### config.mk
export PLATFORM = sky130hd
export DESIGN_NAME = pc_ir_unit
export DESIGN_NICKNAME = d
export VERILOG_FILES = /design/src/rtl/pc_ir_unit.sv
export SDC_FILE = /design/constraint.sdc
export NUM_CORES = 1
export LEC_CHECK = 0
export CAP_MARGIN = 15
export CORE_AREA = 10 10 150 152
export CTS_BUF_LIST = sky130_fd_sc_hd__clkbuf_16
export DETAILED_ROUTE_END_ITERATION = 7
export DIE_AREA = 0 0 160 162
export PLACE_DENSITY = 0.75
export SYNTH_ARGS = -nofsm -noshare
export SYNTH_HDL_FRONTEND = slang
export SYNTH_SLANG_ARGS = --single-unit
export TNS_END_PERCENT = 100
### constraint.sdc
create_clock -name clk -period 1.8 [get_ports clk]
set_clock_uncertainty 0.15 [all_clocks]
set_input_delay 0.36 -clock clk [delete_from_list [all_inputs] [get_ports clk]]
set_output_delay 0.36 -clock clk [all_outputs]
set_load 0.02 [all_outputs]
### src/rtl/pc_ir_unit.sv
// Fetch-side register slice: PC, IR and memory data register plus instruction field decode.
// Optional INST_COUNT_EN macro adds a 32-bit retired-fetch counter on inst_count.
module pc_ir_unit #(
  parameter logic [31:0] RESET_PC     = 32'h0000_0000,
  parameter logic [31:0] SYSCALL_ADDR = 32'h0000_0040
) (
  input  logic        clk,
  input  logic        reset,
  input  logic [21:0] ctrl_in,
  input  logic [31:0] mem_rdata,
  input  logic [31:0] alu_out,
  input  logic [31:0] x_reg,
  input  logic [31:0] z_reg,
  output logic [31:0] mem_addr,
  output logic        mem_rd,
  output logic        mem_wr,
  output logic [31:0] pc,
  output logic [31:0] ir,
  output logic [5:0]  op_out,
  output logic [5:0]  funct_out,
  output logic [4:0]  rs,
  output logic [4:0]  rt,
  output logic [4:0]  rd,
  output logic [4:0]  sh,
  output logic [31:0] imm_sext,
  output logic [31:0] jta,
  output logic [31:0] data_reg,
  output logic        pc_misalign,
  output logic [31:0] inst_count
);

  localparam int unsigned XLEN = 32;

  logic       jumpAddr;
  logic [1:0] pcSrc;
  logic       pcWrite;
  logic       instData;
  logic       memRead;
  logic       memWrite;
  logic       irWrite;
  logic       unusedCtrl;

  assign jumpAddr   = ctrl_in[21];
  assign pcSrc      = ctrl_in[20:19];
  assign pcWrite    = ctrl_in[18];
  assign instData   = ctrl_in[17];
  assign memRead    = ctrl_in[16];
  assign memWrite   = ctrl_in[15];
  assign irWrite    = ctrl_in[14];
  assign unusedCtrl = ^ctrl_in[13:0];

  assign mem_rd   = memRead;
  assign mem_wr   = memWrite;
  assign mem_addr = instData ? z_reg : pc;

  // Instruction field decode, zero latency from the IR
  assign op_out    = ir[31:26];
  assign funct_out = ir[5:0];
  assign rs        = ir[25:21];
  assign rt        = ir[20:16];
  assign rd        = ir[15:11];
  assign sh        = ir[10:6];
  assign imm_sext  = {{16{ir[15]}}, ir[15:0]};
  assign jta       = {pc[31:28], ir[25:0], 2'b00};

  logic [XLEN-1:0] pcTarget;

  always_comb begin
    pcTarget = jta;
    unique case (pcSrc)
      2'b00:   pcTarget = jumpAddr ? SYSCALL_ADDR : jta;
      2'b01:   pcTarget = x_reg;
      2'b10:   pcTarget = z_reg;
      default: pcTarget = alu_out;
    endcase
  end

  // PC is always stored word-aligned; a misaligned target sets the sticky flag
  always_ff @(posedge clk) begin
    if (reset) begin
      pc          <= RESET_PC;
      ir          <= '0;
      data_reg    <= '0;
      pc_misalign <= 1'b0;
    end else begin
      if (pcWrite) begin
        pc <= {pcTarget[XLEN-1:2], 2'b00};
        if (pcTarget[1:0] != 2'b00) pc_misalign <= 1'b1;
      end
      if (irWrite) ir <= mem_rdata;
      if (memRead && instData) data_reg <= mem_rdata;
    end
  end

`ifdef INST_COUNT_EN
  logic [XLEN-1:0] instCount;

  always_ff @(posedge clk) begin
    if (reset) instCount <= '0;
    else if (irWrite) instCount <= instCount + XLEN'(1);
  end

  assign inst_count = instCount;
`else
  assign inst_count = 32'h0;
`endif

endmodule

==> reports/qor.txt <==
most frequent cells in the layout = dlygate4sd2_1, clkdlybuf4s50_1, dfxtp_1
Residual DRC = 0
most common cell after layout, fill and taps aside = dlygate4sd2_1
Crit. Startpoint = z_reg[1]
drt total wl = 23600 µm
register area share after synthesis = 0.329
ys async rst share = 0
Max Fanout on Critical Path = 2
critical setup path kind = in2out
vias in the first global route = 5641
initial core utilization = 0.298
GR Overflow Total = 0
filler instances = 2001
Net Switching = 0.00202 W
Clock Power Share = 0.309
Vias = 5471
Max Clk Rate = 0.568 GHz
power density cells = 675 nW/µm²
WHS = 0.253 ns
root buffer cell = clkbuf_16
TritonCTS Sinks = 95
clock transition at the registers of the reported paths = 0.07 ns
Hold/Removal Path Class = in2reg
Worst Path Required = 1.29 ns
worst path arrival time = 1.25 ns
Detailed Routing Iterations Pass 1 = 4
die height = 162 µm
worst setup margin = 0.0405 ns
design area = 9000 µm²
Ys Warns = 0
Reg-to-Reg Start = ir[25]
post-synthesis to final-layout area growth = 55.6%
Placer Congestion = 0.821
CP endpoint = mem_addr[1]
TritonCTS clock tree = built
worst-case reg-to-reg path depth = 4
Die Area = 25900 µm²
num rows = 51
total CTS buffers = 9
Post-Route Utilization = 0.464
Die W = 160 µm
CP Capture Type = primary output
sequential share of power = 0.385
Pint = 0.00405 W
TNS Setup = 0 ns
worst r2r dst = pc[27]
synth unique cells = 31
Setup-failing EPs final = 0
Hold Vio Cnt, Final = 0
Startpoint Class = primary input
via/cell ratio = 4.46
initial antenna violation count = 0
Hold Crit Depth = 2
max cap viols = 0
port bufs = 358
first-pass GRT wire length = 34900 µm
Avg Cell Area, Syn = 8.49 µm²
leakage = 4.28 nW
final slew viol count = 0
outcome = complete, no violations
post-route minimum period = 1.76 ns
gr usage total = 0.171
clock latency on the worst-skew pair = 0.34 ns
hpwl dp = 18700 µm
Initial DRC Count = 252
Yosys reg bits = 95
Ant. Diodes = 0
Post-synth EDFFs = 0
core area = 19400 µm²
placed cell areas = 9040 µm²
H-tree Lvls = 3
Final ANT Viol Nets = 0
DR WL/cell = 19.2 µm
crit share post-route = 0.977
top-level I/O count = 411
post-place setup slack = -0.351 ns
Gate Count Post-Synth = 681
RSZ-0062 raised after global routing = no
Switching Share = 0.333
peak supply drop = 0.377 mV
mapped cell area = 5780 µm²
logic gate share of total power = 0.306
largest net degree at the start of global routing = 62
Main synth FF type = dfxtp_1
layout cells sized above 1 = 0.150
r2r setup slk = 0.37 ns
clk buf depth = 2
fin nets = 1110
cells in the mapped netlist, types with 2 or more instances:
library cell  number  share of area
nand2_1           65          0.042
and2_0             2         0.0022
a22oi_1            4         0.0052
mux2_2            34          0.066
o21ai_0           21          0.018
mux2i_1           33          0.057
a31oi_1           25          0.027
a211oi_1           4         0.0052
buf_2             26          0.023
dfxtp_1           95           0.33
clkbuf_1           7         0.0045
o21ai_1            5         0.0043
nor3b_1           26          0.034
buf_4            140           0.18
buf_6              8          0.016
nand2b_1          51          0.055
o211ai_1          25          0.032
a21oi_1           34          0.029
inv_1              2         0.0013
and2_1            27          0.029
nor2_1            37          0.024
area by class of cell:
class	instances	area, µm²	share of cell area
Sequential cell	95	1900	0.212
Timing Repair Buffer	413	3770	0.419
Clock inverter	7	61.3	0.00681
Inverter	2	7.51	0.000834
Multi-Input combinational cell	437	2700	0.300
Clock buffer	9	225	0.0250
Tap cell	265	332	0.0369
critical path: stages:
cell and delay (ns):
clkdlybuf4s50_1 0.47, and2_1 0.12, clkdlybuf4s15_1 0.30
what timing repair did:
action | in CTS | in global routing
resized for setup | 318 | 6
setup endpoints to repair | 222 | 7
cloned | 2 | 0
hold buffers | 0 | 0
buffers inserted | 2 | 0
power by group through the flow:
stage	Clock [W]	Sequential [W]	Combinational, W
2_1_floorplan	0	0.00251	0.00102
3_3_place_gp	0	0.00239	0.00207
3_5_place_dp	0	0.00239	0.00208
4_1_cts	0.00193	0.00234	0.00189
5_1_grt	0.00200	0.00235	0.00198
6_report	0.00188	0.00234	0.00186
cell families after synthesis:
kind of cell / after synthesis / synth area share
other cells: 1 / 0.000648
compound gates: 122 / 0.128
simple gates: 212 / 0.193
flops: 95 / 0.329
mux: 67 / 0.123
buf+inv: 184 / 0.227
metal layers:
metal / up-vias / wire length (µm) / global-route usage
li1: 2694 / - / -
met4: 0 / 199 / 0.0338
met5: - / 0 / 0
met2: 231 / 11400 / 0.289
met1: 2536 / 10200 / 0.209
met3: 10 / 1810 / 0.0551
worst min-delay path by stage:
| stage | slack (ns) | start | to |
|---|---|---|---|
| 4_1_cts | 0.25 | reset | ir[25] |
| 3_5_place_dp | 0.30 | data_reg[27] | data_reg[27] |
| 2_1_floorplan | 0.35 | mem_rdata[10] | data_reg[10] |
| 5_1_grt | 0.26 | reset | ir[5] |
| 3_3_place_gp | 0.29 | data_reg[11] | data_reg[11] |
| 6_report | 0.25 | reset | ir[7] |
stage by stage:
step	instances	total power [W]
floorplan	716	0.00353
global placement	1209	0.00446
detailed placement	1209	0.00447
CTS	1229	0.00616
global route	1228	0.00634
finish	1228	0.00607
Note: power is estimated with default switching activity, not from simulation.
